==> config.mk <==
export PLATFORM = sky130hd
export DESIGN_NAME = wb_sram_rd_stream
export DESIGN_NICKNAME = d
export VERILOG_FILES = /design/src/rtl/wb_sram_rd_stream.sv
export SDC_FILE = /design/constraint.sdc
export NUM_CORES = 1
export LEC_CHECK = 0
export CAP_MARGIN = 40
export CORE_AREA = 4 4 344 346
export CTS_BUF_LIST = sky130_fd_sc_hd__clkbuf_4
export DETAILED_ROUTE_END_ITERATION = 8
export DIE_AREA = 0 0 348 350
export GPL_TIMING_DRIVEN = 0
export MAX_ROUTING_LAYER = met4
export PLACE_DENSITY = 0.54
export SYNTH_ARGS = -nofsm -noshare
export SYNTH_HDL_FRONTEND = slang
export SYNTH_SLANG_ARGS = --single-unit
==> constraint.sdc <==
create_clock -name clk -period 50.3 [get_ports clk]
set_clock_uncertainty 0.2 [all_clocks]
set_input_delay 10.06 -clock clk [delete_from_list [all_inputs] [get_ports clk]]
set_output_delay 10.06 -clock clk [all_outputs]
set_load 0.05 [all_outputs]
==> src/rtl/wb_sram_rd_stream.sv <==
// Read-side streamer for the weight-buffer SDP SRAM: (addr, len) command in, valid/ready word stream out.
// Optional macro WB_RD_STRIDE_EN adds the cmd_stride port; without it the address increment is 1.
module wb_sram_rd_stream #(
   parameter int AW = 13,
   parameter int DW = 416,
   parameter int LW = AW + 1
) (
   input  logic          clk,
   input  logic          rst,
   input  logic          cmd_valid,
   output logic          cmd_ready,
   input  logic [AW-1:0] cmd_addr,
   input  logic [LW-1:0] cmd_len,
`ifdef WB_RD_STRIDE_EN
   input  logic [AW-1:0] cmd_stride,
`endif
   output logic          sram_enb,
   output logic [AW-1:0] sram_addrb,
   input  logic [DW-1:0] sram_doutb,
   output logic          out_valid,
   input  logic          out_ready,
   output logic [DW-1:0] out_data,
   output logic          out_last,
   output logic          busy,
   output logic          done
);
   typedef enum logic [1:0] {IDLE = 2'd0, ISSUE = 2'd1, DRAIN = 2'd2} state_t;

   localparam logic [AW-1:0] ADDR_ONE = {{(AW-1){1'b0}}, 1'b1};
   localparam logic [LW-1:0] LEN_ONE  = {{(LW-1){1'b0}}, 1'b1};
   localparam logic [LW-1:0] LEN_ZERO = {LW{1'b0}};

   state_t        state_r, state_nxt_s;
   logic [AW-1:0] cur_addr_r, stride_s;
   logic [LW-1:0] remaining_r;
   logic          inflight_r, inflight_last_r, done_r, valid_r;
   logic [1:0]    count_r, count_nxt_s;
   logic [DW-1:0] head_data_r, head_data_nxt_s, tail_data_r, tail_data_nxt_s;
   logic          head_last_r, head_last_nxt_s, tail_last_r, tail_last_nxt_s;
   logic          hs_s, pop_s, push_s, issue_s, last_pop_s;
   logic [2:0]    credit_s;

`ifdef WB_RD_STRIDE_EN
   logic [AW-1:0] stride_r;
   assign stride_s = stride_r;
`else
   assign stride_s = ADDR_ONE;
`endif

   assign hs_s       = cmd_valid && (state_r == IDLE);
   assign pop_s      = valid_r && out_ready;
   assign push_s     = inflight_r;
   assign last_pop_s = pop_s && head_last_r && (state_r == DRAIN);
   // Slots that will be claimed next cycle; an issue is allowed only if one is still free.
   assign credit_s   = {1'b0, count_r} + {2'b00, inflight_r} - {2'b00, pop_s};

   assign cmd_ready  = (state_r == IDLE);
   assign busy       = (state_r != IDLE);
   assign sram_enb   = issue_s;
   assign sram_addrb = cur_addr_r;
   assign out_valid  = valid_r;
   assign out_data   = head_data_r;
   assign out_last   = head_last_r;
   assign done       = done_r;

   // State register.
   always_ff @(posedge clk) begin
      if (rst) begin
         state_r <= IDLE;
      end else begin
         state_r <= state_nxt_s;
      end
   end

   // Next-state and read-issue decision.
   always_comb begin
      state_nxt_s = state_r;
      issue_s     = 1'b0;
      case (state_r)
         IDLE: begin
            if (hs_s && (cmd_len != LEN_ZERO)) begin
               state_nxt_s = ISSUE;
            end else begin
               state_nxt_s = IDLE;
            end
         end
         ISSUE: begin
            if ((remaining_r != LEN_ZERO) && (credit_s <= 3'd1)) begin
               issue_s = 1'b1;
               if (remaining_r == LEN_ONE) begin
                  state_nxt_s = DRAIN;
               end else begin
                  state_nxt_s = ISSUE;
               end
            end else begin
               state_nxt_s = ISSUE;
            end
         end
         DRAIN: begin
            if (last_pop_s) begin
               state_nxt_s = IDLE;
            end else begin
               state_nxt_s = DRAIN;
            end
         end
         default: state_nxt_s = IDLE;
      endcase
   end

   // Command latch, address walk, in-flight tracking and done pulse.
   always_ff @(posedge clk) begin
      if (rst) begin
         cur_addr_r      <= {AW{1'b0}};
         remaining_r     <= LEN_ZERO;
         inflight_r      <= 1'b0;
         inflight_last_r <= 1'b0;
         done_r          <= 1'b0;
      end else begin
         inflight_r      <= issue_s;
         inflight_last_r <= issue_s && (remaining_r == LEN_ONE);
         done_r          <= (hs_s && (cmd_len == LEN_ZERO)) || last_pop_s;
         if (hs_s) begin
            cur_addr_r  <= cmd_addr;
            remaining_r <= cmd_len;
         end else if (issue_s) begin
            cur_addr_r  <= cur_addr_r + stride_s;
            remaining_r <= remaining_r - LEN_ONE;
         end
      end
   end

`ifdef WB_RD_STRIDE_EN
   // Stride latched with the command.
   always_ff @(posedge clk) begin
      if (rst) begin
         stride_r <= ADDR_ONE;
      end else if (hs_s) begin
         stride_r <= cmd_stride;
      end
   end
`endif

   // Two-entry buffer update; head is what the stream presents.
   always_comb begin
      count_nxt_s     = count_r;
      head_data_nxt_s = head_data_r;
      head_last_nxt_s = head_last_r;
      tail_data_nxt_s = tail_data_r;
      tail_last_nxt_s = tail_last_r;
      case ({push_s, pop_s})
         2'b10: begin
            count_nxt_s = count_r + 2'd1;
            if (count_r == 2'd0) begin
               head_data_nxt_s = sram_doutb;
               head_last_nxt_s = inflight_last_r;
            end else begin
               tail_data_nxt_s = sram_doutb;
               tail_last_nxt_s = inflight_last_r;
            end
         end
         2'b01: begin
            count_nxt_s = count_r - 2'd1;
            if (count_r == 2'd2) begin
               head_data_nxt_s = tail_data_r;
               head_last_nxt_s = tail_last_r;
            end else begin
               head_last_nxt_s = 1'b0;
            end
         end
         2'b11: begin
            if (count_r == 2'd2) begin
               head_data_nxt_s = tail_data_r;
               head_last_nxt_s = tail_last_r;
               tail_data_nxt_s = sram_doutb;
               tail_last_nxt_s = inflight_last_r;
            end else begin
               head_data_nxt_s = sram_doutb;
               head_last_nxt_s = inflight_last_r;
            end
         end
         default: count_nxt_s = count_r;
      endcase
   end

   // Buffer control registers.
   always_ff @(posedge clk) begin
      if (rst) begin
         count_r     <= 2'd0;
         valid_r     <= 1'b0;
         head_last_r <= 1'b0;
         tail_last_r <= 1'b0;
      end else begin
         count_r     <= count_nxt_s;
         valid_r     <= (count_nxt_s != 2'd0);
         head_last_r <= head_last_nxt_s;
         tail_last_r <= tail_last_nxt_s;
      end
   end

   // Buffer data registers; contents are meaningless while the entry is empty.
   always_ff @(posedge clk) begin
      head_data_r <= head_data_nxt_s;
      tail_data_r <= tail_data_nxt_s;
   end
endmodule

==> metrics <==
Max Slew Vio Count 0; Port-buffer cells ~880; Vias/cell 4.461; logic gate share of total power 28.2%; drt drc 0; Sw Pwr 720.7 uW; Area growth syn-to-layout 45.74%; H-tree Lvls 4; Int Power roughly 1.5 mW; via count 20060; Commonest cells post-synth edfxtp_1, mux2_2, buf_2; Setup crit end kind output pin; Sw Share 32.93%; end of the worst hold path out_data[39]$_DFFE_PP_; CTS tree done; min-delay src tail_data_r[39]$_DFFE_PP_; RSZ-0062 raised after global routing false; FF+latch count, synth 869; PwrDens 46.31 nW/um^2; CTS max path bufs 3; Net count, final 3208; Worst Setup SP out_ready; GP Congestion 0.8886; capture point of the worst reg-to-reg path tail_data_r[103]$_DFFE_PP_; Die X 348 um; # setup viols final 0; Worst Path Required 40.04 ns; part of the cycle the worst path needs 47.49%; Mapped Avg Cell Area 20.32 um^2; Post-CTS Hold Fix Bufs 0; Initial Utilization around 28%; Post-CTS Setup Bufs 0; Arr. time, crit path 13.63 ns; minimum clock period 23.89 ns; CP Max Fanout 9; most frequent cell after synthesis edfxtp_1; DIE HEIGHT between 300 and 400 um; final setup margin between 20 and 30 ns; Hold Crit Depth 1; Synth Flop Type edfxtp_1; clock share of power roughly 29%; clock sink count 869; CTS Buf Count between 200 and 250; YS warnings 0; ys async rst share 0%; Synth Net Count slightly above 2000; Max-cap violations 0; Worst R2R Path Depth 11; CTS clk-pin slew, worst paths 0.06 ns; Clock Root Buffer clkbuf_4; first-pass GRT wire length around 140000 um; # fillers 10540; final count of hold timing violations 0; critical path launch point type input pin; FF-to-FF Start count_r[0]$_SDFF_PP0_; Post-DP HPWL between 70000 and 80000 um; total power about 2.2 mW; crit path kind in2out; Unique masters post-synth 69; drt total wl between 90000 and 100000 um; I/O pins just under 900; Post-synth EDFFs 832; flop2flop setup slack roughly 46 ns; VDD IR max 0.00002160 V; Seq pwr share 43.0%; largest net degree at the start of global routing 29; Skew-Pair Late Insertion Delay around 1.1 ns; Slew @ Worst Pin 0.8146 ns; FP Rows between 100 and 150; die area 121800 um^2; Mapped Area 32430 um^2; routed len/inst 22.07 um; synth top area cells edfxtp_1, mux2_2, dfxtp_1; post-CTS sizing 0; Slew headroom 45.52%; Fin Setup TNS 0 ns; f_max 41.86 MHz; Routed Antenna Nets 0; Total GRT Usage 16.12%; DP Worst Slack 26.42 ns; Mapped Cells 1596; Hold WC Path Type reg2reg; Yosys top cell area share between 70% and 80%; status completed; fraction of layout cells with a size suffix above 1 31.24%; drt pass-1 iters 5; Core Area 115400 um^2; initial antenna violation count 32; vias in the first global route 21360; leakage 15.80 nW; cell taking the most area after synthesis edfxtp_1; drt first-iter violations roughly 1100; global route total overflow 0; sequential cell area fraction in the yosys report 79.33%
==> routing by layer <==
metal	share of wire, %	global-route usage [%]	vias up
li1	-	-	8965
met3	8.5	6.550	164
met4	2.2	6.156	0
met1	37	16.84	10080
met2	52	27.34	854
met5	0	-	-
==> worst max-delay path: stages <==
cell and delay, ns:
clkdlybuf4s50_1 0.52, nand2_1 0.15, xnor2_1 0.28, ha_1 0.21
inv_1 0.05, fa_1 0.55, nand3b_1 0.18, nor2_2 0.38
nand2_2 0.24, inv_2 0.15, clkdlybuf4s50_1 0.84
==> kinds of logic (layout without fill, tap and decap cells) <==
family / Yosys count / count (layout) / synth area share [%]
flops: 869 / 869 / 79.33
fa+ha+maj: 5 / 5 / 0.2161
xor+xnor: 5 / 5 / 0.1582
mux: 419 / 419 / 14.54
simple gates: 155 / 155 / 2.859
other cells: 0 / 31 / 0
compound gates: 67 / 67 / 1.675
buf+inv: 76 / 1422 / 1.223
==> registers in the layout (all words and copies together) (netlist names) <==
signal	count
out_data	416
tail_data_r	416
remaining_r	14
sram_addrb	13
count_r	2
state_r	2
done	1
inflight_last_r	1
inflight_r	1
out_last	1
out_valid	1
tail_last_r	1
==> per-stage QoR <==
step           hold slack, ns  cells  util (%)  cell area (um^2)
6_report               0.2906   4497     40.95             47260
4_1_cts                0.2953   4466     40.88             47180
3_5_place_dp           0.2951   4044     38.25             44150
2_1_floorplan          0.2600   1596         -             32430
5_1_grt                0.3032   4497     40.95             47260
3_3_place_gp           0.2906   4001     37.39             43150
==> layout by cell type (no fill, tap or decap), types with 7 or more instances in the layout <==
cell type,n
diode_2,31
nor3_1,16
nor2_1,27
buf_2,47
buf_12,22
nand2_1,16
clkbuf_4,353
dfxtp_1,37
clkinv_2,10
inv_1,8
nand4_1,13
clkinv_1,44
nor4_1,13
nand3_1,16
clkbuf_1,10
clkdlybuf4s50_1,881
or4_1,7
buf_16,19
edfxtp_1,832
mux2_2,417
==> power by group through the flow <==
| stage | clock (mW) | sequential [mW] | combinational, mW |
|---|---|---|---|
| 4_1_cts | 0.662 | 0.942 | 0.625 |
| 6_report | 0.630 | 0.941 | 0.617 |
| 3_3_place_gp | 0 | 1.17 | 0.579 |
| 3_5_place_dp | 0 | 0.957 | 0.623 |
| 5_1_grt | 0.702 | 0.948 | 0.643 |
| 2_1_floorplan | 0 | 1.30 | 0.151 |
==> cell type report <==
cell class / count / area [um^2] / share of cell area [%]
Antenna cell: 31 / 77.57 / 0.1641
Buffer: 67 / 362.8 / 0.7678
Clock buffer: 353 / 2650 / 5.607
Clock inverter: 69 / 377.9 / 0.7995
Inverter: 9 / 33.78 / 0.07148
Multi-Input combinational cell: 651 / 6330 / 13.39
Sequential cell: 869 / 25720 / 54.43
Tap cell: 1524 / 1907 / 4.035
Timing Repair Buffer: 924 / 9797 / 20.73
==> worst max-delay path by stage <==
| stage | slack (ns) | endpoint | cells after the start |
|---|---|---|---|
| 4_1_cts | 26.39 | sram_enb | 11 |
| 2_1_floorplan | 8.97 | out_data[0]$_DFFE_PP_ | 4 |
| 5_1_grt | 26.21 | sram_enb | 11 |
| 3_5_place_dp | 26.42 | sram_enb | 11 |
| 6_report | 26.41 | sram_enb | 11 |
| 3_3_place_gp | -9.23 | out_data[156]$_DFFE_PP_ | 5 |
No activity file was read; power rests on OpenSTA's default activity.
